--- config.mk ---
export PLATFORM = sky130hd
export DESIGN_NAME = ddr_out_lane_dly_ctrl_flat
export DESIGN_NICKNAME = d
export VERILOG_FILES = /design/src/rtl/ddr_out_lane_pkg.sv /design/src/rtl/ddr_out_lane_dly_ctrl_if.sv /design/src/rtl/ddr_out_dly_stepper.sv /design/src/rtl/ddr_out_lane_dly_ctrl.sv /design/src/flat_wrapper.sv
export SDC_FILE = /design/constraint.sdc
export NUM_CORES = 1
export LEC_CHECK = 0
export CAP_MARGIN = 5
export CORE_MARGIN = 5
export CORE_UTILIZATION = 40
export DETAILED_ROUTE_END_ITERATION = 8
export PLACE_DENSITY = 0.7
export SYNTH_ARGS = -nofsm -noshare
export SYNTH_HDL_FRONTEND = slang
export SYNTH_SLANG_ARGS = --single-unit
--- constraint.sdc ---
create_clock -name fab_clk -period 3.5 [get_ports fab_clk]
set_input_delay 0.875 -clock fab_clk [delete_from_list [all_inputs] [get_ports fab_clk]]
set_output_delay 0.875 -clock fab_clk [all_outputs]
set_load 0.01 [all_outputs]
--- src/rtl/ddr_out_lane_pkg.sv ---
// Shared types for the DDR4 output-lane delay controller.
package ddr_out_lane_pkg;

  localparam int DEFAULT_TAP_W = 8;

  typedef enum logic [2:0] {
    IDLE,
    LOAD,
    DIR,
    STEP,
    SETTLE,
    DONE
  } state_t;

  // Lane-select width; a single-lane build still needs one bit.
  function automatic int lane_w(input int n);
    return (n > 1) ? $clog2(n) : 1;
  endfunction

endpackage

--- src/rtl/ddr_out_lane_dly_ctrl_if.sv ---
// Tap-request handshake between a training/calibration master and the lane controller.
interface ddr_out_lane_dly_ctrl_if
  import ddr_out_lane_pkg::*;
#(
  parameter int NUM_LANES = 4,
  parameter int TAP_W     = DEFAULT_TAP_W
);
  localparam int LANE_W = lane_w(NUM_LANES);

  logic              valid;
  logic              ready;
  logic [LANE_W-1:0] lane;
  logic [TAP_W-1:0]  tap;
  logic              load;
  logic              done;
  logic              rsp_err;

  modport master (output valid, lane, tap, load, input ready, done, rsp_err);
  modport slave  (input valid, lane, tap, load, output ready, done, rsp_err);
endinterface

--- src/rtl/ddr_out_dly_stepper.sv ---
// Single shared delay-line stepper: accepts one tap request, sequences LOAD or
// DIR/STEP/SETTLE moves for the captured lane, and reports completion.
module ddr_out_dly_stepper
  import ddr_out_lane_pkg::*;
#(
  parameter int NUM_LANES  = 4,
  parameter int LANE_W     = 2,
  parameter int TAP_W      = 8,
  parameter int MAX_TAP    = 255,
  parameter int SETTLE_CYC = 4
) (
  input  logic              fab_clk,
  input  logic              sync_rst_n,
  input  logic              req_valid,
  input  logic [LANE_W-1:0] req_lane,
  input  logic [TAP_W-1:0]  req_tap,
  input  logic              req_load,
  input  logic [TAP_W-1:0]  cur_tap,
  input  logic              oor,
  output logic              ready,
  output logic              done,
  output logic              rsp_err,
  output logic              move,
  output logic              load,
  output logic              set_sticky,
  output logic              active,
  output logic              dir,
  output logic [LANE_W-1:0] lane
);
  localparam int                CNT_W    = (SETTLE_CYC > 1) ? $clog2(SETTLE_CYC) : 1;
  localparam logic [CNT_W-1:0]  CNT_LAST = CNT_W'(SETTLE_CYC - 1);

  state_t            state, state_nxt;
  logic [CNT_W-1:0]  cnt;
  logic [TAP_W-1:0]  steps_left;
  logic              err_q, active_q, dir_q;
  logic [LANE_W-1:0] lane_q;
  logic              reject, tap_up, settle_last;

  assign reject      = (32'(req_lane) >= NUM_LANES) || (!req_load && (32'(req_tap) > MAX_TAP));
  assign tap_up      = req_tap > cur_tap;
  assign settle_last = (cnt == '0);

  // NOTE: every always_comb output gets a default first so no path leaves it unassigned (no latch).
  always_comb begin
    state_nxt = state;
    unique case (state)
      IDLE: begin
        if (req_valid) begin
          if (reject)                 state_nxt = DONE;
          else if (req_load)          state_nxt = LOAD;
          else if (req_tap == cur_tap) state_nxt = DONE;
          else                        state_nxt = DIR;
        end
      end
      LOAD:   state_nxt = DONE;
      DIR:    state_nxt = STEP;
      STEP:   state_nxt = SETTLE;
      SETTLE: begin
        if (settle_last) state_nxt = (oor || steps_left == '0) ? DONE : STEP;
      end
      DONE:   state_nxt = IDLE;
      default: state_nxt = IDLE;
    endcase
  end

  // NOTE: state registers use non-blocking assignments so all flops update from pre-edge values.
  always_ff @(posedge fab_clk) begin
    if (!sync_rst_n) begin
      state      <= IDLE;
      cnt        <= '0;
      steps_left <= '0;
      err_q      <= 1'b0;
      active_q   <= 1'b0;
      dir_q      <= 1'b0;
      lane_q     <= '0;
    end else begin
      state <= state_nxt;
      unique case (state)
        IDLE: begin
          if (req_valid) begin
            lane_q     <= req_lane;
            dir_q      <= tap_up;
            steps_left <= tap_up ? (req_tap - cur_tap) : (cur_tap - req_tap);
            err_q      <= reject;
            active_q   <= (state_nxt == DIR);
          end
        end
        STEP: begin
          steps_left <= steps_left - 1'b1;
          cnt        <= CNT_LAST;
        end
        SETTLE: begin
          if (!settle_last) cnt <= cnt - 1'b1;
          else if (oor)     err_q <= 1'b1;
        end
        default: ;
      endcase
    end
  end

  assign ready      = (state == IDLE);
  assign done       = (state == DONE);
  assign rsp_err    = (state == DONE) && err_q;
  assign move       = (state == STEP);
  assign load       = (state == LOAD);
  assign set_sticky = (state == SETTLE) && settle_last && oor;
  assign active     = active_q && (state != IDLE);
  assign dir        = dir_q;
  assign lane       = lane_q;

endmodule

--- src/rtl/ddr_out_lane_dly_ctrl.sv ---
// DDR4 output-lane controller: registered TX/OE toward PF_IOD plus a shared TX delay stepper.
// Optional DDR_OUT_DLY_OE_BLANK_EN tristates the lane being stepped from DIR through DONE.
module ddr_out_lane_dly_ctrl
  import ddr_out_lane_pkg::*;
#(
  parameter int NUM_LANES  = 4,
  parameter int RATIO      = 4,
  parameter int TAP_W      = DEFAULT_TAP_W,
  parameter int MAX_TAP    = 255,
  parameter int INIT_TAP   = 1,
  parameter int SETTLE_CYC = 4
) (
  input  logic                         fab_clk,
  input  logic                         sync_rst_n,
  input  logic [NUM_LANES*RATIO-1:0]   tx_data_in,
  input  logic [NUM_LANES*RATIO-1:0]   oe_data_in,
  output logic [NUM_LANES*RATIO-1:0]   tx_data_out,
  output logic [NUM_LANES*RATIO-1:0]   oe_data_out,
  ddr_out_lane_dly_ctrl_if.slave       dly,
  output logic [NUM_LANES-1:0]         dly_err_sticky,
  output logic [NUM_LANES*TAP_W-1:0]   dly_cur_tap,
  output logic [NUM_LANES-1:0]         delay_line_move,
  output logic [NUM_LANES-1:0]         delay_line_direction,
  output logic [NUM_LANES-1:0]         delay_line_load,
  input  logic [NUM_LANES-1:0]         delay_line_out_of_range
);
  localparam int               LANE_W = lane_w(NUM_LANES);
  localparam logic [TAP_W-1:0] INIT_V = TAP_W'(INIT_TAP);

  logic [NUM_LANES*RATIO-1:0] tx_q, oe_q;
  logic [TAP_W-1:0]           tap_q [NUM_LANES];
  logic [NUM_LANES-1:0]       sticky_q, lane_hot;
  logic [TAP_W-1:0]           cur_req;
  logic                       oor_sel;
  logic                       st_move, st_load, st_sticky, st_active, st_dir;
  logic [LANE_W-1:0]          st_lane;

  always_ff @(posedge fab_clk) begin
    if (!sync_rst_n) begin
      tx_q <= '0;
      oe_q <= '0;
    end else begin
      tx_q <= tx_data_in;
      oe_q <= oe_data_in;
    end
  end

  // Loop-compare muxes keep out-of-range request lanes from indexing past the array.
  always_comb begin
    cur_req  = INIT_V;
    oor_sel  = 1'b0;
    lane_hot = '0;
    for (int i = 0; i < NUM_LANES; i++) begin
      if (32'(dly.lane) == i) cur_req = tap_q[i];
      if (32'(st_lane) == i) begin
        oor_sel     = delay_line_out_of_range[i];
        lane_hot[i] = 1'b1;
      end
    end
  end

  ddr_out_dly_stepper #(
    .NUM_LANES  (NUM_LANES),
    .LANE_W     (LANE_W),
    .TAP_W      (TAP_W),
    .MAX_TAP    (MAX_TAP),
    .SETTLE_CYC (SETTLE_CYC)
  ) u_stepper (
    .fab_clk    (fab_clk),
    .sync_rst_n (sync_rst_n),
    .req_valid  (dly.valid),
    .req_lane   (dly.lane),
    .req_tap    (dly.tap),
    .req_load   (dly.load),
    .cur_tap    (cur_req),
    .oor        (oor_sel),
    .ready      (dly.ready),
    .done       (dly.done),
    .rsp_err    (dly.rsp_err),
    .move       (st_move),
    .load       (st_load),
    .set_sticky (st_sticky),
    .active     (st_active),
    .dir        (st_dir),
    .lane       (st_lane)
  );

  // NOTE: the tap/sticky array is a handful of flops, not a RAM, so it takes the reset like any register.
  always_ff @(posedge fab_clk) begin
    if (!sync_rst_n) begin
      for (int i = 0; i < NUM_LANES; i++) tap_q[i] <= INIT_V;
      sticky_q <= '0;
    end else begin
      for (int i = 0; i < NUM_LANES; i++) begin
        if (lane_hot[i]) begin
          if (st_move)   tap_q[i] <= st_dir ? tap_q[i] + 1'b1 : tap_q[i] - 1'b1;
          if (st_load) begin
            tap_q[i]    <= INIT_V;
            sticky_q[i] <= 1'b0;
          end
          if (st_sticky) sticky_q[i] <= 1'b1;
        end
      end
    end
  end

  always_comb begin
    dly_cur_tap = '0;
    for (int i = 0; i < NUM_LANES; i++) dly_cur_tap[i*TAP_W +: TAP_W] = tap_q[i];
  end

  assign dly_err_sticky       = sticky_q;
  assign delay_line_move      = st_move ? lane_hot : '0;
  assign delay_line_load      = st_load ? lane_hot : '0;
  assign delay_line_direction = (st_active && st_dir) ? lane_hot : '0;
  assign tx_data_out          = tx_q;

`ifdef DDR_OUT_DLY_OE_BLANK_EN
  logic [NUM_LANES*RATIO-1:0] oe_blank;
  always_comb begin
    oe_blank = '0;
    for (int i = 0; i < NUM_LANES; i++)
      oe_blank[i*RATIO +: RATIO] = {RATIO{lane_hot[i] & st_active}};
  end
  assign oe_data_out = oe_q & ~oe_blank;
`else
  assign oe_data_out = oe_q;
`endif

endmodule

--- src/flat_wrapper.sv ---
// flat-port wrapper written by rule: the top's interface ports become plain ports
module ddr_out_lane_dly_ctrl_flat import ddr_out_lane_pkg::*;
#(
  parameter int NUM_LANES  = 4,
  parameter int RATIO      = 4,
  parameter int TAP_W      = DEFAULT_TAP_W,
  parameter int MAX_TAP    = 255,
  parameter int INIT_TAP   = 1,
  parameter int SETTLE_CYC = 4
)
  (fab_clk, sync_rst_n, tx_data_in, oe_data_in, tx_data_out, oe_data_out, dly_err_sticky, dly_cur_tap, delay_line_move, delay_line_direction, delay_line_load, delay_line_out_of_range, dly_valid, dly_lane, dly_tap, dly_load, dly_ready, dly_done, dly_rsp_err);
  ddr_out_lane_dly_ctrl_if #(.NUM_LANES(NUM_LANES), .TAP_W(TAP_W)) dly_i ();
  input  logic fab_clk;
  input  logic sync_rst_n;
  input  logic [NUM_LANES*RATIO-1:0] tx_data_in;
  input  logic [NUM_LANES*RATIO-1:0] oe_data_in;
  output logic [NUM_LANES*RATIO-1:0] tx_data_out;
  output logic [NUM_LANES*RATIO-1:0] oe_data_out;
  output logic [NUM_LANES-1:0] dly_err_sticky;
  output logic [NUM_LANES*TAP_W-1:0] dly_cur_tap;
  output logic [NUM_LANES-1:0] delay_line_move;
  output logic [NUM_LANES-1:0] delay_line_direction;
  output logic [NUM_LANES-1:0] delay_line_load;
  input  logic [NUM_LANES-1:0] delay_line_out_of_range;
  input wire logic [$bits(dly_i.valid)-1:0] dly_valid;
  input wire logic [$bits(dly_i.lane)-1:0] dly_lane;
  input wire logic [$bits(dly_i.tap)-1:0] dly_tap;
  input wire logic [$bits(dly_i.load)-1:0] dly_load;
  output wire logic [$bits(dly_i.ready)-1:0] dly_ready;
  output wire logic [$bits(dly_i.done)-1:0] dly_done;
  output wire logic [$bits(dly_i.rsp_err)-1:0] dly_rsp_err;
  assign dly_i.valid = dly_valid;
  assign dly_i.lane = dly_lane;
  assign dly_i.tap = dly_tap;
  assign dly_i.load = dly_load;
  assign dly_ready = dly_i.ready;
  assign dly_done = dly_i.done;
  assign dly_rsp_err = dly_i.rsp_err;
  ddr_out_lane_dly_ctrl #(.NUM_LANES(NUM_LANES), .RATIO(RATIO), .TAP_W(TAP_W), .MAX_TAP(MAX_TAP), .INIT_TAP(INIT_TAP), .SETTLE_CYC(SETTLE_CYC)) u_core (.fab_clk(fab_clk), .sync_rst_n(sync_rst_n), .tx_data_in(tx_data_in), .oe_data_in(oe_data_in), .tx_data_out(tx_data_out), .oe_data_out(oe_data_out), .dly(dly_i), .dly_err_sticky(dly_err_sticky), .dly_cur_tap(dly_cur_tap), .delay_line_move(delay_line_move), .delay_line_direction(delay_line_direction), .delay_line_load(delay_line_load), .delay_line_out_of_range(delay_line_out_of_range));
endmodule
Word level (Yosys, flattened, before mapping)
Memory sizes are Yosys's and may differ from the RTL's.
Index checks and enable logic that the tools add are counted.
{"block": "word_totals", "reg_bits": 54, "mem_bits_rw": 32, "input_bits": 50, "out_inout_bits": 83, "word_cells": 147, "memories": 1}
{"block": "classes", "add_sub_neg": 12, "magnitude_cmp": 1, "eq_ne": 17, "muxes": 71, "bitwise_logic": 8, "n_reduce_logical": 24}
{"name": "u_core.tap_q", "words": 4, "width": 8, "read_ports": 4, "rd_clocked_by_memory_dff": 0, "write_ports": 4, "line": "ddr_out_lane_dly_ctrl.sv:31", "source": "logic [TAP_W-1:0] tap_q [NUM_LANES];"}
{"operator": "$mux 8", "n": 18}
{"operator": "$mux 1", "n": 40}
{"operator": "$sub 8x1->8 const B", "n": 5}
{"operator": "$add 8x1->8 const B", "n": 4}
{"operator": "$pmux 8 s2", "n": 1}
{"operator": "$sub 8x8->8", "n": 2}
{"operator": "$mux 3", "n": 5}
{"operator": "$pmux 3 s5", "n": 1}
{"operator": "$reduce_and 2->1", "n": 7}
{"operator": "$mux 4", "n": 3}
{"operator": "$eq 3x2->1 const B", "n": 3}
{"operator": "$eq 2x2->1 const B", "n": 4}
{"operator": "$eq 8x8->1", "n": 1}
{"operator": "$gt 8x8->1", "n": 1}
{"operator": "$logic_not 8->1", "n": 1}
{"operator": "$ne 2x2->1 const B", "n": 4}
{"operator": "$or 1x1->1", "n": 8}
{"operator": "$reduce_bool 2->1", "n": 4}
{"operator": "$eq 3x3->1 const B", "n": 2}
{"operator": "$logic_not 2->1", "n": 3}
{"operator": "$logic_and 1x1->1", "n": 5}
{"operator": "$eq 2x1->1 const B", "n": 2}
{"operator": "$pmux 2 s2", "n": 1}
{"operator": "$reduce_and 4->1", "n": 1}
{"operator": "7 further kinds", "n": 7}

Logic depth before layout (Yosys ltp)
Gate-level depths: netlist of the first run.
{"block": "logic_depth", "ltp_word": 11, "mapped_depth": 13, "mapped_depth_nobuf": 12}

Cells and area by module
From an unflattened synthesis of the first run, not the netlist that was laid out.
{"block": "hier_totals", "hier_cells": 554, "hier_area_um2": 5332.6}
{"module": "ddr_out_lane_dly_ctrl", "instances": 1, "cells_per_inst": 331, "area_per_inst_um2": 3629.7, "seq_area_each_um2": 1681.6}
{"module": "ddr_out_dly_stepper", "instances": 1, "cells_per_inst": 223, "area_per_inst_um2": 1702.9, "seq_area_each_um2": 360.3}

Worst setup path before layout of the first run
No wires, ideal clock.
{"block": "synth_timing", "kind": "input to register", "from": "input port dly_lane[0]", "to": "register u_core.u_stepper.steps_left[2]", "setup_ns": 0.115, "arrival_ns": 3.527, "required_ns": 3.385, "setup_slack_ns": -0.142, "stages": 11, "n_path_buf": 2, "cell_sequence": "clkbuf_1 > mux4_2 > ha_1 > buf_6 > a21oi_1 > nand2_1 > o221ai_4 > mux2i_1 > xnor2_1 > o221ai_1 > and2_1"}
{"block": "synth_via", "elab_chain_len": 9, "elab_cells_between_ends": 14, "classes_between": "add/sub: 2; order compare: 1; eq/ne: 3; mux: 7; reduce/logical: 1"}
{"item": "from (decl)", "line": "flat_wrapper.sv:26", "source": "input wire logic [$bits(dly_i.lane)-1:0] dly_lane;"}
{"item": "$logic_not 2->1", "line": "ddr_out_lane_dly_ctrl.sv:54", "source": "if (32'(dly.lane) == i) cur_req = tap_q[i];"}
{"item": "$mux 8 (3 in series)", "line": "ddr_out_lane_dly_ctrl.sv:54"}
{"item": "$mux 8 (*)", "line": "ddr_out_lane_dly_ctrl.sv:54"}
{"item": "$sub 8x8->8 or $gt 8x8->1 (tied branches)", "line": "ddr_out_dly_stepper.sv:84, ddr_out_dly_stepper.sv:41"}
{"item": "$mux 8 (*)", "line": "ddr_out_dly_stepper.sv:84", "source": "steps_left <= tap_up ? (req_tap - cur_tap) : (cur_tap - req_tap);"}
{"item": "$mux 8 (*)", "line": "ddr_out_dly_stepper.sv:81", "source": "if (req_valid) begin"}
{"item": "$pmux 8 s2 (*)", "line": "ddr_out_dly_stepper.sv:79", "source": "unique case (state)"}
{"item": "to (signal assigned)", "line": "ddr_out_dly_stepper.sv:84"}
{"item": "to (signal assigned)", "line": "ddr_out_dly_stepper.sv:90", "source": "steps_left <= steps_left - 1'b1;"}
{"item": "to (decl)", "line": "ddr_out_dly_stepper.sv:35", "source": "logic [TAP_W-1:0] steps_left;"}
Every way passes the cells marked *; elsewhere a longest branch is shown, timed or not. The select of a mux whose other input is x is not followed.
A chain may end at the register's enable or synchronous reset.

Final worst setup path of the first run
{"block": "layout_timing", "from": "input port dly_lane[0]", "to": "register u_core.u_stepper.steps_left[6]"}
The elaborated chain is that of the path after synthesis.

==> results of run 1 <==
[power groups by stage]
stage / Combinational [mW] / Sequential [mW] / Clock [mW]
final: 1.67 / 1.32 / 1.03
after floorplan: 1.15 / 1.28 / 0
after detailed placement: 1.65 / 1.33 / 0
after CTS: 1.66 / 1.31 / 1.05
after global routing: 1.85 / 1.34 / 1.09
after global placement: 1.59 / 1.33 / 0
[worst min-delay path by stage]
stage,start,to,slack [ns],cells after the start
global route,u_core.dly_err_sticky[3]$_SDFFE_PN0P_,u_core.dly_err_sticky[3]$_SDFFE_PN0P_,0.51,2
floorplan,u_core.u_stepper.err_q$_SDFFE_PN0P_,u_core.u_stepper.err_q$_SDFFE_PN0P_,0.47,2
detailed placement,u_core.dly_err_sticky[3]$_SDFFE_PN0P_,u_core.dly_err_sticky[3]$_SDFFE_PN0P_,0.48,2
CTS,u_core.dly_err_sticky[3]$_SDFFE_PN0P_,u_core.dly_err_sticky[3]$_SDFFE_PN0P_,0.49,2
finish,u_core.dly_err_sticky[3]$_SDFFE_PN0P_,u_core.dly_err_sticky[3]$_SDFFE_PN0P_,0.49,2
global placement,u_core.dly_err_sticky[3]$_SDFFE_PN0P_,u_core.dly_err_sticky[3]$_SDFFE_PN0P_,0.48,2
[state kept, by name (all words and copies together) (netlist names)]
register and flops:
u_core.tap_q 32, u_core.oe_data_out 16, u_core.tx_data_out 16, u_core.u_stepper.steps_left 8, u_core.dly_err_sticky 4, u_core.u_stepper.state 3
u_core.u_stepper.cnt 2, u_core.u_stepper.lane 2, u_core.u_stepper.active_q 1, u_core.u_stepper.dir 1, u_core.u_stepper.err_q 1
[cells in the mapped netlist, types with 8 or more instances]
cell,instances
a21oi_1,31
dfxtp_1,54
nor3_1,17
and2_1,38
nor2b_1,16
inv_1,31
nand2_1,29
edfxtp_1,32
xnor2_1,18
nand3_1,11
mux4_2,9
ha_1,42
nor2_1,57
o21a_1,8
o21ai_0,15
a21o_1,22
clkbuf_1,18
xor2_1,11
[layer usage]
layer  part of all wire  global-route usage  up-vias  wire length (µm)
met5                  0                   0        -                 0
met3              0.046              0.0395       36               672
met1               0.40               0.226     2225              5850
met4              0.030              0.0897        0               436
li1                   -                   -     2222                 -
met2               0.52               0.358      108              7650
[logic make-up (layout without fill, tap and decap cells)]
kind of cell | count (synthesis) | in the layout | share of synthesized area
compound gates | 115 | 115 | 0.151
xor+xnor | 29 | 29 | 0.0488
fa+ha+maj | 48 | 48 | 0.124
buf+inv | 56 | 219 | 0.0462
flops | 86 | 86 | 0.392
mux | 13 | 13 | 0.0466
simple gates | 194 | 194 | 0.191
[worst register-to-register path: stages (launching register included)]
cell and delay [ns]:
edfxtp_1 0.50, mux4_2 0.54, ha_1 0.19, inv_1 0.10, fa_2 0.25, a211oi_4 0.08
or2_1 0.26, buf_4 0.14, a211oi_2 0.26, a311oi_1 0.09, or4b_1 0.51, nand3_1 0.09
[cell type report]
| type | count | share of cell area |
|---|---|---|
| flip-flops and latches | 86 | 0.282 |
| multi-input cells | 399 | 0.406 |
| inverters | 31 | 0.0161 |
| clock inverters | 5 | 0.00846 |
| well taps | 172 | 0.0297 |
| clock buffers | 11 | 0.0350 |
| repair buffers | 172 | 0.223 |
[what timing repair did]
item	4_1_cts	5_1_grt
setup buffers	0	1
hold endpoints to repair	0	0
endpoints found under the setup margin	6	5
gates cloned	0	0
resized for setup	4	4
pin swaps	2	3
==> flow_metrics.env, run 1 <==
export IMPL_switchingPower_mw=1.44
export IMPL_cts_sinks=86
export IMPL_slew_headroom=0.626
export IMPL_rsz0062_at_grt="true"
export IMPL_gp_congestion=0.840
export IMPL_fin_util=0.572
export IMPL_grt_max_degree=32
export IMPL_pre_cts_ws_ns=-0.461
export IMPL_clkPwrFrac=0.256
export IMPL_cts_root_buf="clkbuf_16"
export IMPL_ys_warnings_count=0
export IMPL_clock_latency_ns=0.35
export IMPL_end_kind="flop"
export IMPL_drv_cap=0
export IMPL_timing_hold_violations_final=0
export IMPL_synth_avg_cell_area_um2=9.62
export IMPL_pwr_density_cell_nw_per_um2=555
export IMPL_r2r_start="u_core.tap_q[0][24]$_SDFFCE_PP1P_"
export IMPL_synth_edf_count=32
export IMPL_crit_type="in -> reg"
export IMPL_overflow=0
export IMPL_viasPerCell=5.24
export IMPL_start_kind="input pin"
export IMPL_worstPathCellList="dlygate4sd2_1 > buf_4 > mux4_2 > inv_1 > fa_2 > a211oi_4 > or2_1 > buf_4 > a211oi_2 > a311oi_1 > or4b_1 > nand3_1"
export IMPL_synthToLayoutAreaGrowth_pct=39.3
export IMPL_mostFrequentLayoutCell="clkdlybuf4s50_1"
export IMPL_arrival_ns=3.71
export IMPL_leakage_nw=2.91
export IMPL_synthDominantCellAreaShare=0.208
export IMPL_yosysUniqueCellTypes=56
export IMPL_multiInputGateArea_um2=2940
export IMPL_drive_above_1_share=0.109
export IMPL_antenna_found_initial=0
export IMPL_die_area_um2=15400
export IMPL_crit_family="simple AND/OR/NAND/NOR gates"
export IMPL_post_drt_wl_per_cell_um=16.7
export IMPL_place_inst=858
export IMPL_total_power_mw=4.02
export IMPL_syn_nets=639
export IMPL_finalSetupViolCount=0
export IMPL_routed_wl_um=14600
export IMPL_placed_area_um2=6900
export IMPL_die_h_um=124
export IMPL_ant_nets=0
export IMPL_ys_seq_area_frac=0.392
export IMPL_p_seq_frac=0.328
export IMPL_final_cell_mix="clkdlybuf4s50_1 (129), nor2_1 (57), dfxtp_1 (54), ha_1 (42)"
export IMPL_slew_violations=0
export IMPL_post_route_period_util=0.976
export IMPL_port_buffers=132
export IMPL_cp_startpoint="dly_lane[0]"
export IMPL_tightest_slew_ns=0.560
export IMPL_seq_area_um2=2040
export IMPL_async_flop_share=0
export IMPL_fin_nets=797
export IMPL_ys_ff_latch=86
export IMPL_initial_core_util=0.411
export IMPL_numCtsBuffers=9
export IMPL_core_rowCount=41
export IMPL_grt_first_pass_wirelength_um=23700
export IMPL_synth_area_um2=5200
export IMPL_stdcell_count=876
export IMPL_postSynthCellCount=541
export IMPL_grt_usage=0.199
export IMPL_critical_path_depth=12
export IMPL_max_vdd_ir_drop_v=0.000315
export IMPL_critPathMaxStageDelay_ns=0.55
export IMPL_finalCriticalPeriod_ns=3.42
export IMPL_switching_share=0.359
export IMPL_cts_hold_buf=0
export IMPL_comb_power_share=0.416
export IMPL_fmax_mhz=293
export IMPL_post_dp_hpwl_um=11600
export IMPL_n_antenna_cell=0
export IMPL_clkTransAtPathRegs_ns=0.07
export IMPL_synth_area_leaders="dfxtp_1 (21%), edfxtp_1 (18%), ha_1 (10%)"
export IMPL_status="finished clean"
export IMPL_fin_area_um2=7250
export IMPL_reg2reg_depth=11
export IMPL_yosys_most_used_dff="dfxtp_1"
export IMPL_io_pins=133
export IMPL_setup_ws_ns=0.0826
export IMPL_fin_tns_setup_ns=0
export IMPL_n_fill_cell=1133
export IMPL_first_pass_iters=4
export IMPL_crit_top_cell="buf_4"
export IMPL_hp_class="reg -> reg"
export IMPL_cts_path_max_buffers=2
export IMPL_crit_end="u_core.u_stepper.steps_left[6]$_SDFFE_PN0P_"
export IMPL_timing_rr_end="u_core.u_stepper.steps_left[6]$_SDFFE_PN0P_"
export IMPL_whs_ns=0.488
export IMPL_core_area_um2=12700
export IMPL_crit_fanout=4
export IMPL_reg2reg_slack_ns=0.43
export IMPL_num_vias=4591
export IMPL_fp_dieW_um=124
export IMPL_critPathBufInv=4
export IMPL_yosysTopAreaCell="dfxtp_1"
export IMPL_cts_tree="yes"
export IMPL_drc=0
export IMPL_htree_levels=3
export IMPL_slowest_stage="mux4_2"
export IMPL_intPower_mw=2.58
export IMPL_fin_skew_ns=0.00511
export IMPL_first_iter_violations=272
export IMPL_crit_required_ns=3.79
export IMPL_grt_pass1_vias=4794
Power figures use the tool's default switching activity.
==> inputs of run 2 (changes only) <==
PLACE_DENSITY = 0.77   (was 0.7)
==> flow_metrics.env, run 2 (same netlist as run 1, synthesis figures left out) <==
export IMPL_fin_nets=792
export IMPL_cts_sinks=86
export IMPL_cts_path_max_buffers=2
export IMPL_core_rowCount=41
export IMPL_setup_ws_ns=0.0752
export IMPL_largest_register_ffs=32
export IMPL_slew_headroom=0.170
export IMPL_mostFrequentLayoutCell="clkdlybuf4s50_1"
export IMPL_initial_core_util=0.411
export IMPL_hp_class="reg -> reg"
export IMPL_numCtsBuffers=9
export IMPL_finalSetupViolCount=0
export IMPL_grt_first_pass_wirelength_um=23500
export IMPL_overflow=0
export IMPL_cts_root_buf="clkbuf_16"
export IMPL_slowest_stage="mux4_2"
export IMPL_gp_congestion=0.869
export IMPL_port_buffers=132
export IMPL_rsz0062_at_grt="false"
export IMPL_n_fill_cell=1086
export IMPL_die_area_um2=15400
export IMPL_leakage_nw=2.90
export IMPL_max_vdd_ir_drop_v=0.000244
export IMPL_ant_nets=0
export IMPL_slew_violations=0
export IMPL_io_pins=133
export IMPL_n_antenna_cell=0
export IMPL_htree_levels=3
export IMPL_routed_wl_um=14800
export IMPL_top_register="u_core.tap_q"
export IMPL_first_iter_violations=422
export IMPL_finalCriticalPeriod_ns=3.42
export IMPL_core_area_um2=12700
export IMPL_status="finished clean"
export IMPL_critPathMaxStageDelay_ns=0.54
export IMPL_fin_skew_ns=0.00968
export IMPL_viasPerCell=5.27
export IMPL_fp_dieW_um=124
export IMPL_drv_cap=0
export IMPL_crit_type="in -> reg"
export IMPL_timing_hold_violations_final=0
export IMPL_antenna_found_initial=0
export IMPL_die_h_um=124
export IMPL_post_route_period_util=0.979
export IMPL_clkTransAtPathRegs_ns=0.07
export IMPL_post_drt_wl_per_cell_um=17.0
export IMPL_tightest_slew_ns=1.23
export IMPL_cts_hold_buf=0
export IMPL_end_kind="flop"
export IMPL_drc=0
export IMPL_num_vias=4588
export IMPL_pwr_density_cell_nw_per_um2=556
export IMPL_whs_ns=0.492
export IMPL_cts_tree="yes"
export IMPL_crit_required_ns=3.80
export IMPL_worstPathCellList="dlygate4sd2_1 > bufbuf_16 > mux4_2 > ha_4 > a211oi_4 > or2_1 > o21ai_0 > a32oi_2 > a311oi_2 > or4b_1 > nand3_1"
export IMPL_final_cell_mix="clkdlybuf4s50_1 (129), nor2_1 (57), dfxtp_1 (54), ha_1 (40), and2_1 (38)"
export IMPL_clock_latency_ns=0.35
export IMPL_synthToLayoutAreaGrowth_pct=39.8
export IMPL_grt_usage=0.199
export IMPL_grt_pass1_vias=4741
export IMPL_arrival_ns=3.72
export IMPL_start_kind="input pin"
export IMPL_grt_max_degree=33
export IMPL_first_pass_iters=5
export IMPL_fmax_mhz=292
export IMPL_post_dp_hpwl_um=11400
export IMPL_drive_above_1_share=0.107
export IMPL_pre_cts_ws_ns=-0.454
export IMPL_crit_fanout=4
## run 2: metal layers
metal  GRT usage  vias to the layer above  part of all wire
li1            -                     2205                 -
met4      0.0732                        0             0.021
met3      0.0472                       25             0.051
met5           0                        -                 0
met2       0.361                      140              0.53
met1       0.227                     2218              0.39
## run 2: final cells by class
| cell class | instances | area, µm² | share of cell area |
|---|---|---|---|
| tap | 172 | 215 | 0.0296 |
| inverter | 31 | 116 | 0.0160 |
| clock buffer | 12 | 268 | 0.0368 |
| sequential | 86 | 2040 | 0.281 |
| clock inverter | 3 | 50.0 | 0.00688 |
| multi-input combinational | 399 | 2970 | 0.408 |
| timing repair buffer | 167 | 1610 | 0.222 |
## run 2: report_power, final
group          total, mW  internal, mW  switching [mW]
Combinational       1.71         0.816           0.889
Clock               1.04         0.619           0.424
Sequential          1.30          1.17           0.131
Total               4.05          2.60            1.44
## run 2: worst max-delay path: cells and delay by family
family	cells	cell delay [ns]
simple gates	3	0.77
compound gates	4	0.69
buf+inv	2	0.58
mux	1	0.54
fa+ha+maj	1	0.26
## run 2: timing repair
item,in CTS,in global routing
setup endpoints to repair,4,0
gates resized for setup,11,0
endpoints found under the hold margin,0,0
setup buffers,2,0
## run 2: final timing paths
path | startpoint | endpoint | slack (ns) | depth (start not counted)
worst max register to register | u_core.tap_q[0][24]$_SDFFCE_PP1P_ | u_core.u_stepper.steps_left[6]$_SDFFE_PN0P_ | 0.46 | 11
worst max-delay path | dly_lane[0] | u_core.u_stepper.steps_left[6]$_SDFFE_PN0P_ | 0.08 | 11
worst min register to register | u_core.dly_err_sticky[3]$_SDFFE_PN0P_ | u_core.dly_err_sticky[3]$_SDFFE_PN0P_ | 0.49 | 2
worst min-delay path | u_core.dly_err_sticky[3]$_SDFFE_PN0P_ | u_core.dly_err_sticky[3]$_SDFFE_PN0P_ | 0.49 | 2
## run 2: per-stage QoR
step	cells	power, mW	area (µm²)	setup TNS [ns]	utilization
2_1_floorplan	541	2.43	5210	0	-
5_1_grt	870	4.29	7270	0	0.574
4_1_cts	870	4.04	7270	0	0.574
3_3_place_gp	852	2.89	6870	-1.92	0.542
3_5_place_dp	852	2.97	6870	-2.65	0.542
6_report	870	4.05	7270	0	0.574
==> inputs of run 3 (changes only) <==
CTS_BUF_LIST = sky130_fd_sc_hd__clkbuf_16   (was unset)
SKIP_CTS_REPAIR_TIMING = 1   (was unset)
==> flow_metrics.env, run 3 (same netlist as run 1, synthesis figures left out) <==
export IMPL_highest_layer="met4"
export IMPL_fin_util=0.573
export IMPL_largest_register_ffs=32
export IMPL_finalCriticalPeriod_ns=3.29
export IMPL_crit_required_ns=2.62
export IMPL_viasPerCell=5.31
export IMPL_fmax_mhz=304
export IMPL_htree_levels=3
export IMPL_switching_share=0.359
export IMPL_clkTransAtPathRegs_ns=0.06
export IMPL_fp_dieW_um=124
export IMPL_fin_skew_ns=0.00704
export IMPL_first_iter_violations=455
export IMPL_max_vdd_ir_drop_v=0.000242
export IMPL_drc=0
export IMPL_arrival_ns=2.41
export IMPL_ant_nets=0
export IMPL_timing_hold_violations_final=0
export IMPL_wl_met1_um=5730
export IMPL_first_pass_iters=5
export IMPL_rsz0062_at_grt="false"
export IMPL_slew_headroom=0.169
export IMPL_slew_violations=0
export IMPL_start_kind="flop"
export IMPL_die_area_um2=15400
export IMPL_initial_core_util=0.411
export IMPL_fin_nets=792
export IMPL_routed_wl_um=14600
export IMPL_io_pins=133
export IMPL_finalSetupViolCount=0
export IMPL_grt_first_pass_wirelength_um=23100
export IMPL_post_drt_wl_per_cell_um=16.8
export IMPL_intPower_mw=2.57
export IMPL_crit_fanout=13
export IMPL_fin_area_um2=7260
export IMPL_seq_area_um2=2040
export IMPL_gp_congestion=0.869
export IMPL_hp_class="reg -> reg"
export IMPL_n_antenna_cell=0
export IMPL_num_vias=4621
export IMPL_placed_area_um2=6870
export IMPL_top_register="u_core.tap_q"
export IMPL_numCtsBuffers=9
export IMPL_antenna_found_initial=0
export IMPL_core_area_um2=12700
export IMPL_die_h_um=124
export IMPL_wl_met2_um=7700
export IMPL_post_dp_hpwl_um=11400
export IMPL_stdcell_count=870
export IMPL_grt_usage=0.195
export IMPL_crit_type="reg -> out"
export IMPL_port_buffers=132
export IMPL_grt_pass1_vias=4674
export IMPL_core_rowCount=41
export IMPL_leakage_nw=2.91
export IMPL_pwr_density_cell_nw_per_um2=552
export IMPL_n_fill_cell=1090
export IMPL_p_seq_frac=0.324
export IMPL_cts_path_max_buffers=2
export IMPL_cts_tree="yes"
export IMPL_place_inst=852
export IMPL_status="finished clean"
export IMPL_grt_max_degree=33
export IMPL_wl_met3_um=860
export IMPL_multiInputGateArea_um2=2960
export IMPL_comb_power_share=0.422
export IMPL_overflow=0
export IMPL_post_route_period_util=0.939
export IMPL_drive_above_1_share=0.107
export IMPL_mostFrequentLayoutCell="clkdlybuf4s50_1"
export IMPL_final_cell_mix="clkdlybuf4s50_1 (129), nor2_1 (57), dfxtp_1 (54), ha_1 (41), and2_1 (38)"
export IMPL_tightest_slew_ns=1.24
export IMPL_cts_root_buf="clkbuf_16"
export IMPL_synthToLayoutAreaGrowth_pct=39.5
export IMPL_clock_latency_ns=0.35
export IMPL_switchingPower_mw=1.44
export IMPL_clkPwrFrac=0.254
export IMPL_cts_sinks=86
export IMPL_end_kind="primary output"
export IMPL_drv_cap=0
==> run 3: cell types whose count changed in the layout (fill, tap and decap cells not counted), sizes merged <==
cell	previous run	this run
clkbuf	12	11
inv	32	34
dlygate4sd2	2	0
bufbuf	1	0
dlymetal6s2s	0	2
==> run 3: final cells by class <==
type / instances / area share
clock buffer: 10 / 0.0345
clock inverter: 5 / 0.00792
inverter: 31 / 0.0160
multi-input combinational: 399 / 0.408
sequential: 86 / 0.281
tap: 172 / 0.0296
timing repair buffer: 167 / 0.223
==> run 3: path summary, 6_finish.rpt <==
path	from	cells past startpoint	to	slack, ns
setup / recovery	u_core.u_stepper.state[1]$_SDFF_PN0_	4	delay_line_move[1]	0.21
setup reg to reg	u_core.tap_q[0][24]$_SDFFCE_PP1P_	11	u_core.u_stepper.steps_left[6]$_SDFFE_PN0P_	0.46
hold / removal	u_core.dly_err_sticky[3]$_SDFFE_PN0P_	2	u_core.dly_err_sticky[3]$_SDFFE_PN0P_	0.49
hold reg to reg	u_core.dly_err_sticky[3]$_SDFFE_PN0P_	2	u_core.dly_err_sticky[3]$_SDFFE_PN0P_	0.49
==> run 3: critical path, cell delays in order (launching register included) <==
cell and delay [ns]:
dfxtp_1 0.50, nor2b_1 0.25, nand2_1 0.33, nor2_1 0.38
clkdlybuf4s50_1 0.60
==> run 3: per-stage QoR <==
stage	setup slack, ns	total power, mW	hold slack, ns	TNS (ns)
floorplan	0.0649	2.43	0.470	0
global placement	-0.369	2.89	0.468	-1.92
detailed placement	-0.454	2.97	0.474	-2.65
CTS	-0.0895	3.99	0.491	-0.293
global route	0.0104	4.26	0.513	0
finish	0.214	4.01	0.491	0
==> run 3: power by group through the flow <==
| stage | clock network, mW | registers [mW] | logic (mW) |
|---|---|---|---|
| after floorplan | 0 | 1.28 | 1.15 |
| final | 1.02 | 1.30 | 1.69 |
| after detailed placement | 0 | 1.31 | 1.65 |
| after global placement | 0 | 1.31 | 1.59 |
| after global routing | 1.08 | 1.31 | 1.86 |
| after CTS | 1.03 | 1.29 | 1.66 |
==> run 3: routing by layer <==
metal | up-vias | GRT usage
li1 | 2201 | -
met1 | 2216 | 0.224
met2 | 173 | 0.355
met3 | 31 | 0.0459
met4 | 0 | 0.0637
met5 | - | 0
